## src/rtl/deserializer_sipo.sv

```systemverilog
// deserializer_sipo
//   Serial-in/parallel-out receiver for the far end of a PISO serializer link.
//   Bits arrive LSB first, qualified by bit_en, with sof marking word bit 0.
//   Each completed word is placed in a one-deep output register offered on a
//   valid/ready port. A sof in the middle of a word abandons the partial word
//   and reports frame_err. A word that completes while the output slot is still
//   full is dropped and sets the sticky overrun flag.
//
// Ports
//   clk        in   system clock, posedge
//   rst        in   asynchronous active-low reset
//   srl_in     in   serial data bit (valid when bit_en=1)
//   bit_en     in   bit strobe
//   sof        in   start of frame, current bit is word bit 0
//   data_out   out  received word, stable while data_valid=1
//   data_valid out  output word held, awaiting consumer
//   data_ready in   consumer accepts data_out on data_valid & data_ready
//   busy       out  word partially received
//   frame_err  out  one-cycle pulse, partial word abandoned by sof
//   overrun    out  sticky, completed word dropped because output was full
//   clr_err    in   synchronous clear of overrun
module deserializer_sipo #(
    parameter int DATA_WIDTH = 8
) (
    input  logic                  clk,
    input  logic                  rst,
    input  logic                  srl_in,
    input  logic                  bit_en,
    input  logic                  sof,
    output logic [DATA_WIDTH-1:0] data_out,
    output logic                  data_valid,
    input  logic                  data_ready,
    output logic                  busy,
    output logic                  frame_err,
    output logic                  overrun,
    input  logic                  clr_err
);

    localparam int CNT_W = $clog2(DATA_WIDTH + 1);
    localparam logic [CNT_W-1:0] LAST_CNT = CNT_W'(DATA_WIDTH - 1);

    typedef enum logic {
        IDLE  = 1'b0,
        SHIFT = 1'b1
    } state_t;

    state_t                state_q, state_d;
    logic [DATA_WIDTH-1:0] sreg_q, sreg_d;
    logic [CNT_W-1:0]      cnt_q, cnt_d;
    logic [DATA_WIDTH-1:0] data_q, data_d;
    logic                  valid_q, valid_d;
    logic                  frame_err_q, frame_err_d;
    logic                  overrun_q, overrun_d;

    logic [DATA_WIDTH-1:0] shifted;
    logic                  word_done;
    logic                  slot_free;

    // New bit enters at the top; after DATA_WIDTH bits the word is right-aligned.
    assign shifted = {srl_in, sreg_q[DATA_WIDTH-1:1]};

    always_comb begin
        state_d     = state_q;
        sreg_d      = sreg_q;
        cnt_d       = cnt_q;
        frame_err_d = 1'b0;
        word_done   = 1'b0;

        case (state_q)
            IDLE: begin
                // Bits without sof while idle belong to no frame and are ignored.
                if (bit_en && sof) begin
                    sreg_d  = shifted;
                    cnt_d   = CNT_W'(1);
                    state_d = SHIFT;
                end
            end
            SHIFT: begin
                if (bit_en) begin
                    sreg_d = shifted;
                    if (sof) begin
                        // Resync: stale bits are flushed out by the new frame's shifts.
                        frame_err_d = 1'b1;
                        cnt_d       = CNT_W'(1);
                    end else if (cnt_q == LAST_CNT) begin
                        word_done = 1'b1;
                        cnt_d     = '0;
                        state_d   = IDLE;
                    end else begin
                        cnt_d = cnt_q + CNT_W'(1);
                    end
                end
            end
            default: state_d = IDLE;
        endcase
    end

    // The slot can take a new word if empty or being drained this same cycle.
    assign slot_free = !valid_q || data_ready;

    always_comb begin
        data_d    = data_q;
        valid_d   = valid_q;
        overrun_d = overrun_q;

        if (clr_err) begin
            overrun_d = 1'b0;
        end

        if (word_done) begin
            if (slot_free) begin
                data_d  = shifted;
                valid_d = 1'b1;
            end else begin
                // Set takes priority over a simultaneous clear.
                overrun_d = 1'b1;
            end
        end else if (valid_q && data_ready) begin
            valid_d = 1'b0;
        end
    end

    always_ff @(posedge clk or negedge rst) begin
        if (!rst) begin
            state_q     <= IDLE;
            sreg_q      <= '0;
            cnt_q       <= '0;
            data_q      <= '0;
            valid_q     <= 1'b0;
            frame_err_q <= 1'b0;
            overrun_q   <= 1'b0;
        end else begin
            state_q     <= state_d;
            sreg_q      <= sreg_d;
            cnt_q       <= cnt_d;
            data_q      <= data_d;
            valid_q     <= valid_d;
            frame_err_q <= frame_err_d;
            overrun_q   <= overrun_d;
        end
    end

    assign data_out   = data_q;
    assign data_valid = valid_q;
    assign busy       = (state_q == SHIFT);
    assign frame_err  = frame_err_q;
    assign overrun    = overrun_q;

endmodule
```

## config.mk

```make
export PLATFORM = sky130hd
export DESIGN_NAME = deserializer_sipo
export DESIGN_NICKNAME = d
export VERILOG_FILES = /design/src/rtl/deserializer_sipo.sv
export SDC_FILE = /design/constraint.sdc
export NUM_CORES = 1
export LEC_CHECK = 0
export ABC_CLOCK_PERIOD_IN_PS = 3900
export BUFFER_PORTS_ARGS = -buffer_cell sky130_fd_sc_hd__clkbuf_2
export CORE_MARGIN = 1.5
export CORE_UTILIZATION = 55
export CTS_CLUSTER_SIZE = 14
export DETAILED_ROUTE_END_ITERATION = 12
export HOLD_SLACK_MARGIN = 0.03
export PLACE_DENSITY = 0.85
export REMOVE_ABC_BUFFERS = 1
export SETUP_SLACK_MARGIN = 0.2
export SYNTH_ARGS = -nofsm -noshare
export SYNTH_HDL_FRONTEND = slang
export SYNTH_SLANG_ARGS = --single-unit
```

## constraint.sdc

```tcl
create_clock -name clk -period 3.9 [get_ports clk]
set_clock_uncertainty 0.1 [all_clocks]
set_input_delay 0.195 -clock clk [delete_from_list [all_inputs] [get_ports clk]]
set_output_delay 0.195 -clock clk [all_outputs]
set_load 0.02 [all_outputs]
```

==> flow_metrics.py, run 1 <==
metrics = {
    "status": {
        "status": "finished, final reports clean",
    },
    "setup_path": {
        "end_kind": "flop",
        "critPathKind": "flop to flop",
        "reg2regPathDepth": 4,
        "worstPathArrival_ps": 2140,
        "reg2reg_slack_ps": 1860,
        "r2r-end": "data_out[2]$_DFFE_PN0P_",
        "path_max_fanout": 8,
        "cp-start-kind": "flop",
        "required_ps": 4000,
        "r2r_start": "cnt_q[0]$_DFFE_PN0P_",
    },
    "power": {
        "pwr_density_cell_mw_per_mm2": 497,
        "p_leak_nw": 0.558,
        "vdd_drop_max_mv": 0.349,
    },
    "layout": {
        "final_common_cell": "dfrtp_1",
        "multi_input_area_um2": 364,
        "area_growth_pct": 16.6,
        "post-route-util_pct": 71.0,
        "stdcell_count": 110,
        "drive_above_1_share_pct": 41.5,
        "fill_cells": 115,
        "layout.nets": 103,
        "final_cell_mix": "23 x dfrtp_1, 18 x clkbuf_2, 15 x mux2_2",
        "regArea_um2": 576,
        "diodes": 0,
        "design_area_mm2": 0.00112,
    },
    "grt": {
        "grt_usage_pct": 19.1,
        "grt-ovfl-total": 0,
        "antenna_found_initial": 0,
        "grt_pass1_wl_um": 2690,
        "grt_start_max_net_pins": 24,
        "grt_pass1_vias": 632,
    },
    "synthesis": {
        "synth_cell_types": 26,
        "syn_avg_cell_area_um2": 13.5,
        "syn_inst": 71,
        "ys_seq_elements": 23,
        "synth_top_cell_by_area": "dfrtp_1",
        "netlist_area_um2": 960,
        "synthTopCellsByArea": "dfrtp_1 60%, mux2_2 18%, nor4b_4 2.5%, nand2_1 2.3%, ha_1 1.3%",
        "yosys_warnings": 0,
        "ys_seq_area_share_pct": 60.0,
        "synth_top_area_share_pct": 60.0,
    },
    "place": {
        "dpl.cell_count": 103,
        "hpwl_um": 1110,
        "portBuffers": 18,
        "globalplace.congestion": 0.724,
        "place_area_mm2": 0.00106,
    },
    "sta": {
        "tightest_slew_ps": 654,
        "relSlewSlack_pct": 56.1,
        "maxSlewViolCount": 0,
        "rsz0062_at_grt": "false",
        "holdWs_ps": 78.5,
        "setup-tns-final_ps": 0,
        "setup_viol_count_final": 0,
        "finalHoldViolCount": 0,
        "timing.fmax_mhz": 491,
        "period_share_pct": 52.2,
        "fin_crit_ps": 2040,
    },
    "worst_hold_path": {
        "hp-start": "data_ready",
        "min_to": "data_valid$_DFFE_PN0P_",
        "worstHoldPathType": "input port to flop",
        "whs_path_depth": 3,
    },
    "drt": {
        "route.detailed.wl_per_inst_um": 14.4,
        "dr_total_vias": 637,
        "routed_wl_um": 1580,
        "drc_errors": 0,
        "ant_nets": 0,
        "dr.pass1.iters": 4,
        "viasPerCell": 5.79,
        "drt_iter0_drc": 14,
    },
    "die": {
        "initial_utilization_pct": 60.9,
        "die_h_um": 44.8,
        "core_region_area_mm2": 0.00158,
        "die_w_um": 44.8,
        "ios": 19,
        "die_area_mm2": 0.00200,
        "row_count": 14,
    },
    "clock_tree": {
        "path_clk_slew_ps": 120,
        "worstSkewPairLatency_ps": 310,
        "clock_path_buffers": 2,
        "ctsRootBufferMaster": "clkbuf_4",
        "numCtsBuffers": 3,
        "cts_max_level": 1,
        "cts_tree": "done",
        "cts_sinks": 23,
    },
    "run": {
        "maxCapViolations": 0,
    },
}
-- flip-flops by register name (all words and copies together), names as in the netlist --
register    flops
cnt_q           4
data_valid      1
busy            1
frame_err       1
data_out        8
overrun         1
sreg_q          7
-- report_power, final --
part	internal [W]	leakage (nW)	switching [W]	total (W)
Combinational	0.0000609	0.246	0.0000654	0.000126
Clock	0.0000383	0.0177	0.0000686	0.000107
Sequential	0.000288	0.294	0.0000345	0.000323
Total	0.000387	0.558	0.000168	0.000556
-- final cells by class --
class	instances	area share [%]
clock buffers	3	2.01
well taps	16	1.79
flip-flops and latches	23	51.5
multi-input cells	43	32.6
clock inverters	1	0.447
repair buffers	21	10.7
inverters	3	1.01
-- synthesized netlist by cell type (all sizes together) --
master / count
a31oi: 1
nand2: 6
buf: 1
a21oi: 1
o41ai: 1
ha: 1
nand2b: 1
nor4b: 1
o211ai: 1
nand4: 1
nor2b: 1
or4: 1
or3: 2
nand3b: 1
dfrtp: 23
nand4b: 1
nand3: 1
clkbuf: 1
o22ai: 1
mux2: 15
inv: 3
and3: 1
o21ai: 3
and3b: 1
o2bb2ai: 1
-- routing by layer --
layer | vias to the layer above | global-route usage, % | wire length (um)
li1 | 307 | - | -
met1 | 303 | 23.1 | 708
met2 | 23 | 32.2 | 783
met3 | 4 | 3.60 | 55
met4 | 0 | 10.6 | 35
met5 | - | 0 | 0
-- critical path, stage by stage, from the launching register on --
cell and delay, ps:
dfrtp_1 440, ha_1 270, nand3b_2 130, nor4b_4 580
mux2_2 400
-- worst max path at each step --
stage / endpoint / start
after floorplan: data_out[7]$_DFFE_PN0P_ / cnt_q[0]$_DFFE_PN0P_
after global placement: data_out[6]$_DFFE_PN0P_ / cnt_q[1]$_DFFE_PN0P_
after detailed placement: data_out[2]$_DFFE_PN0P_ / cnt_q[1]$_DFFE_PN0P_
after CTS: data_out[4]$_DFFE_PN0P_ / cnt_q[0]$_DFFE_PN0P_
after global routing: data_out[4]$_DFFE_PN0P_ / cnt_q[0]$_DFFE_PN0P_
final: data_out[2]$_DFFE_PN0P_ / cnt_q[0]$_DFFE_PN0P_
-- per-stage QoR --
step | worst slack (ps) | total power (W)
2_1_floorplan | 2120 | 0.000405
3_3_place_gp | 2000 | 0.000446
3_5_place_dp | 1880 | 0.000453
4_1_cts | 1850 | 0.000562
5_1_grt | 1740 | 0.000588
6_report | 1860 | 0.000556
-- cells by family (layout without fill, tap and decap cells) --
family | after synthesis | in the layout | share of synthesized area, %
buffers and inverters | 5 | 28 | 2.09
flip-flops | 23 | 23 | 60.0
multiplexers | 15 | 15 | 17.6
AO/OA/AOI/OAI | 9 | 9 | 6.00
adder cells (fa/ha/maj) | 1 | 1 | 1.30
AND/OR/NAND/NOR | 18 | 18 | 13.0
-- what timing repair did --
action,in CTS,in global routing
hold buffers,3,0
hold endpoints to repair,25,0
gates resized for setup,0,0
buffers inserted,0,0
Note: power is estimated with default switching activity, not from simulation.
==> inputs of run 2 (changes only) <==
--- a/config.mk
+++ b/config.mk
@@ -5,14 +5,15 @@
 export SDC_FILE = /design/constraint.sdc
 export NUM_CORES = 1
 export LEC_CHECK = 0
-export ABC_CLOCK_PERIOD_IN_PS = 3900
+export ABC_AREA = 1
+export ABC_CLOCK_PERIOD_IN_PS = 2029
 export BUFFER_PORTS_ARGS = -buffer_cell sky130_fd_sc_hd__clkbuf_2
 export CORE_MARGIN = 1.5
-export CORE_UTILIZATION = 55
+export CORE_UTILIZATION = 52
 export CTS_CLUSTER_SIZE = 14
 export DETAILED_ROUTE_END_ITERATION = 12
 export HOLD_SLACK_MARGIN = 0.03
-export PLACE_DENSITY = 0.85
+export PLACE_DENSITY = 0.81
 export REMOVE_ABC_BUFFERS = 1
 export SETUP_SLACK_MARGIN = 0.2
 export SYNTH_ARGS = -nofsm -noshare
==> constraint.sdc (replaced) <==
create_clock -name clk -period 2.03 [get_ports clk]
set_clock_uncertainty 0.1 [all_clocks]
set_input_delay 0.1015 -clock clk [delete_from_list [all_inputs] [get_ports clk]]
set_output_delay 0.1015 -clock clk [all_outputs]
set_load 0.02 [all_outputs]
==> flow_metrics.py, run 2 <==
metrics = {
    "grt": {
        "grt_start_max_net_pins": 24,
        "grt_pass1_vias": 751,
        "grt_pass1_wl_um": 3150,
        "grt-ovfl-total": 0,
        "grt_usage_pct": 21.2,
        "antenna_found_initial": 0,
    },
    "setup_path": {
        "path_max_fanout": 12,
        "worstPathArrival_ps": 1680,
        "critical-path-slowest-cell": "dfrtp_1",
        "cpPeakStageDelay_ps": 430,
        "crit_family": "simple AND/OR/NAND/NOR gates",
        "cp-start-kind": "flop",
        "cp_common_cell": "nand2_1",
        "critPathKind": "flop to flop",
        "required_ps": 2150,
        "path_buf_inv": 0,
        "end_kind": "flop",
        "crit_chain": "ha_1 > nand2_1 > nor2_4 > nand3_2 > nand2_1 > nand2_1",
    },
    "synthesis": {
        "synth_common_cells": "48 x nand2_1, 23 x dfrtp_1, 9 x nand4_1",
        "synthTopCellsByArea": "dfrtp_1 58%, nand2_1 18%, nand4_1 5.7%, nand3_1 2.0%, inv_1 1.9%",
        "synth_top_cell_by_area": "dfrtp_1",
        "synth_top_area_share_pct": 58.2,
        "netlist_area_um2": 990,
        "yosys_warnings": 0,
        "synth-edff-count": 0,
        "async_reset_ff_share_pct": 100,
        "ys_seq_area_share_pct": 58.2,
        "synth_cell_types": 19,
        "syn_avg_cell_area_um2": 9.08,
        "synth.most_common_cell": "nand2_1",
        "ys.flop_type": "dfrtp_1",
        "ys_seq_elements": 23,
        "syn_inst": 109,
    },
    "die": {
        "core_region_area_mm2": 0.00176,
        "row_count": 15,
        "die_area_mm2": 0.00217,
        "initial_utilization_pct": 56.1,
        "ios": 19,
        "die_h_um": 46.6,
        "die_w_um": 46.6,
    },
    "layout": {
        "area_growth_pct": 18.7,
        "final_cell_mix": "48 x nand2_1, 23 x dfrtp_1, 18 x clkbuf_2",
        "largest_register_ffs": 8,
        "drive_above_1_share_pct": 22.4,
        "diodes": 0,
        "layout.nets": 143,
        "fill_cells": 156,
        "post-route-util_pct": 66.6,
        "final_common_cell": "nand2_1",
    },
    "drt": {
        "dr.pass1.iters": 4,
        "ant_nets": 0,
        "viasPerCell": 5.13,
        "dr_total_vias": 816,
        "route.detailed.wl_per_inst_um": 11.5,
        "drt_iter0_drc": 15,
        "routed_wl_um": 1820,
        "drc_errors": 0,
    },
    "sta": {
        "period_share_pct": 77.1,
        "rsz0062_at_grt": "false",
        "tightest_slew_ps": 547,
        "timing.fmax_mhz": 639,
        "setup-tns-final_ps": 0,
        "fin_crit_ps": 1560,
        "setup_viol_count_final": 0,
        "finalHoldViolCount": 0,
        "maxSlewViolCount": 0,
        "relSlewSlack_pct": 63.5,
    },
    "worst_hold_path": {
        "worstHoldPathType": "input port to async pin",
    },
    "power": {
        "pwr_density_cell_mw_per_mm2": 769,
        "p_leak_nw": 0.645,
        "vdd_drop_max_mv": 0.500,
    },
    "place": {
        "portBuffers": 18,
        "globalplace.congestion": 0.779,
        "hpwl_um": 1320,
    },
    "clock_tree": {
        "cts_tree": "done",
        "numCtsBuffers": 3,
        "path_clk_slew_ps": 130,
        "clock_path_buffers": 2,
        "ctsRootBufferMaster": "clkbuf_4",
        "cts_sinks": 23,
        "cts_max_level": 1,
        "worstSkewPairLatency_ps": 310,
    },
    "status": {
        "status": "finished, final reports clean",
    },
    "run": {
        "maxCapViolations": 0,
    },
}
-- run 2: layer usage --
layer / track usage (%) / share of wire [%]
met5: 0 / 0
met4: 11.7 / 2.4
met3: 4.71 / 4.3
met2: 34.2 / 48
met1: 26.3 / 46
-- run 2: cells by family after synthesis --
family                     share of synthesized area (%)
and+or+nand+nor                                     31.7
DFF                                                 58.2
buffers and inverters                               4.68
AOI/OAI and AO/OA                                   3.29
xor gates and xnor gates                           0.885
adders and majority gates                           1.26
-- run 2: worst paths after layout --
kind                                          from                      end  slack (ps)  depth (start not counted)
setup / recovery              cnt_q[0]$_DFFE_PN0P_  data_out[5]$_DFFE_PN0P_         470                          6
hold / removal                                 rst        overrun$_DFF_PN0_         190                          2
setup reg to reg              cnt_q[0]$_DFFE_PN0P_  data_out[5]$_DFFE_PN0P_         470                          6
hold reg to reg            data_out[0]$_DFFE_PN0P_  data_out[0]$_DFFE_PN0P_         390                          2
max in group asynchronous                      rst    sreg_q[2]$_DFFE_PN0P_        1270                          2
min in group clk                        data_ready   data_valid$_DFFE_PN0P_         200                          4
-- run 2: through the flow --
stage | cell area (um^2) | instances | hold slack (ps) | power, W | worst slack [ps]
finish | 1170 | 159 | 186 | 0.000903 | 465
detailed placement | 1090 | 149 | 12.0 | 0.000695 | 477
global placement | 1090 | 149 | 6.17 | 0.000687 | 563
floorplan | 966 | 106 | -294 | 0.000640 | 581
global route | 1170 | 159 | 223 | 0.000963 | 321
CTS | 1170 | 159 | 183 | 0.000910 | 451
-- run 2: worst register-to-register path: cells and delay by family (launching register included) --
family	cells	cell delay [ps]
adders and majority gates	1	210
DFF	1	430
and+or+nand+nor	5	730
-- run 2: power breakdown --
part           internal, W  switching (W)  total (W)
combinational    0.0000543      0.0000878   0.000142
sequential        0.000510      0.0000417   0.000552
clock            0.0000736       0.000135   0.000209
-- run 2: what timing repair did --
action                                 4_1_cts  5_1_grt
hold buffers                                 6        0
setup buffers                                0        0
resized for setup                            0        0
endpoints found under the hold margin       30        0
-- run 2: cell type report --
type	count	area [um^2]	area share, %
repair buffers	24	150	12.8
flip-flops and latches	23	576	49.0
clock inverters	1	5.00	0.426
inverters	6	22.5	1.92
clock buffers	3	22.5	1.92
well taps	25	31.3	2.66
multi-input cells	77	368	31.3
==> inputs of run 3 (changes only) <==
--- a/config.mk
+++ b/config.mk
@@ -6,7 +6,7 @@
 export NUM_CORES = 1
 export LEC_CHECK = 0
 export ABC_AREA = 1
-export ABC_CLOCK_PERIOD_IN_PS = 2029
+export ABC_CLOCK_PERIOD_IN_PS = 1500
 export BUFFER_PORTS_ARGS = -buffer_cell sky130_fd_sc_hd__clkbuf_2
 export CORE_MARGIN = 1.5
 export CORE_UTILIZATION = 52
==> constraint.sdc (replaced) <==
create_clock -name clk -period 1.5 [get_ports clk]
set_clock_uncertainty 0.1 [all_clocks]
set_input_delay 0.075 -clock clk [delete_from_list [all_inputs] [get_ports clk]]
set_output_delay 0.075 -clock clk [all_outputs]
set_load 0.02 [all_outputs]
==> flow_metrics.py, run 3 (synthesis results as in run 2) <==
metrics = {
    "status": {
        "status": "finished, final reports clean",
    },
    "setup_path": {
        "cpPeakStageDelay_ps": 390,
        "cp-start-kind": "flop",
        "critPathKind": "flop to flop",
        "crit_chain": "ha_2 > nand2_2 > nor2_4 > buf_2 > nand4_1 > nand2_1",
        "worstPathArrival_ps": 1510,
        "required_ps": 1670,
        "end_kind": "flop",
        "path_max_fanout": 5,
        "critical-path-slowest-cell": "dfrtp_1",
        "crit_family": "simple AND/OR/NAND/NOR gates",
        "path_buf_inv": 1,
        "reg2reg_slack_ps": 160,
    },
    "die": {
        "die_w_um": 46.6,
        "core_region_area_mm2": 0.00176,
        "die_h_um": 46.6,
        "initial_utilization_pct": 56.1,
        "die_area_mm2": 0.00217,
        "ios": 19,
        "row_count": 15,
    },
    "sta": {
        "maxSlewViolCount": 0,
        "period_share_pct": 89.6,
        "timing.fmax_mhz": 744,
        "rsz0062_at_grt": "true",
        "setup_viol_count_final": 0,
        "tightest_slew_ps": 533,
        "finalHoldViolCount": 0,
        "relSlewSlack_pct": 64.4,
        "setup-tns-final_ps": 0,
        "holdWs_ps": 146,
        "setup_slack_ps": 156,
        "fin_crit_ps": 1340,
    },
    "clock_tree": {
        "numCtsBuffers": 3,
        "clock_path_buffers": 2,
        "path_clk_slew_ps": 120,
        "cts_max_level": 1,
        "cts_sinks": 23,
        "cts_tree": "done",
        "worstSkewPairLatency_ps": 320,
        "ctsRootBufferMaster": "clkbuf_4",
    },
    "layout": {
        "final_common_cell": "nand2_1",
        "largest_register_ffs": 8,
        "drive_above_1_share_pct": 29.6,
        "layout.nets": 151,
        "final_cell_mix": "44 x nand2_1, 23 x dfrtp_1, 18 x clkbuf_2",
        "area_growth_pct": 27.6,
        "diodes": 0,
    },
    "worst_hold_path": {
        "worstHoldPathType": "input port to async pin",
    },
    "drt": {
        "drt_iter0_drc": 28,
        "dr_total_vias": 867,
        "viasPerCell": 5.19,
        "route.detailed.wl_per_inst_um": 13.3,
        "dr.pass1.iters": 4,
        "ant_nets": 0,
        "routed_wl_um": 2220,
        "drc_errors": 0,
    },
    "power": {
        "p_total_w": 0.00127,
        "pwr_density_cell_mw_per_mm2": 1010,
        "p_leak_nw": 0.694,
        "vdd_drop_max_mv": 0.755,
        "swShare_pct": 30.1,
        "p_comb_share_pct": 18.6,
        "seqPwrFrac_pct": 58.6,
        "clockPowerShare_pct": 22.8,
        "p_sw_w": 0.000384,
        "internal-power_w": 0.000891,
    },
    "grt": {
        "grt_start_max_net_pins": 24,
        "grt-ovfl-total": 0,
        "antenna_found_initial": 0,
        "grt_pass1_vias": 798,
        "grt_usage_pct": 23.8,
        "grt_pass1_wl_um": 3560,
    },
    "run": {
        "maxCapViolations": 0,
    },
    "place": {
        "pre_cts_ws_ps": 106,
        "hpwl_um": 1420,
        "globalplace.congestion": 0.783,
        "portBuffers": 18,
    },
}
[run 3: what timing repair did]
item                                    in CTS  in global routing
buffers inserted                             4                  0
gates resized for setup                      4                  5
pin swaps                                    2                  4
hold buffers                                 6                  0
hold endpoints to repair                    32                  0
endpoints found under the setup margin      10                 13
gates cloned                                 0                  1
[run 3: worst paths after layout]
kind,from,endpoint,depth (start not counted)
min,rst,data_out[0]$_DFFE_PN0P_,2
max,cnt_q[1]$_DFFE_PN0P_,data_out[0]$_DFFE_PN0P_,6
min in group clk,data_out[7]$_DFFE_PN0P_,data_out[7]$_DFFE_PN0P_,2
min reg2reg,data_out[7]$_DFFE_PN0P_,data_out[7]$_DFFE_PN0P_,2
max in group asynchronous,rst,cnt_q[2]$_DFFE_PN0P_,2
max reg2reg,cnt_q[1]$_DFFE_PN0P_,data_out[0]$_DFFE_PN0P_,6
[run 3: through the flow]
step / instance area (um^2) / util [%] / instances
final: 1260 / 71.6 / 167
after global routing: 1260 / 71.6 / 167
after CTS: 1240 / 70.4 / 166
after detailed placement: 1110 / 62.9 / 152
after global placement: 1110 / 62.9 / 152
after floorplan: 966 / - / 106
[run 3: metal layers]
| layer | vias to the layer above | global-route usage, % | share of wire, % |
|---|---|---|---|
| met5 | - | 0 | 0 |
| met4 | 0 | 11.7 | 2.2 |
| met3 | 6 | 3.53 | 3.3 |
| met2 | 22 | 38.1 | 51 |
| met1 | 420 | 31.4 | 44 |
| li1 | 419 | - | - |
[run 3: power groups by stage]
stage / clock, W / sequential (W) / combinational, W
after floorplan: 0 / 0.000771 / 0.0000947
after global placement: 0 / 0.000755 / 0.000179
after detailed placement: 0 / 0.000757 / 0.000188
after CTS: 0.000290 / 0.000741 / 0.000229
after global routing: 0.000328 / 0.000756 / 0.000263
final: 0.000291 / 0.000746 / 0.000237
[run 3: area by class of cell]
cell class / count / area (um^2)
timing repair buffer: 32 / 211
inverter: 6 / 25.0
tap: 25 / 31.3
multi-input combinational: 77 / 393
fill: 132 / 502
sequential: 23 / 576
clock buffer: 4 / 26.3
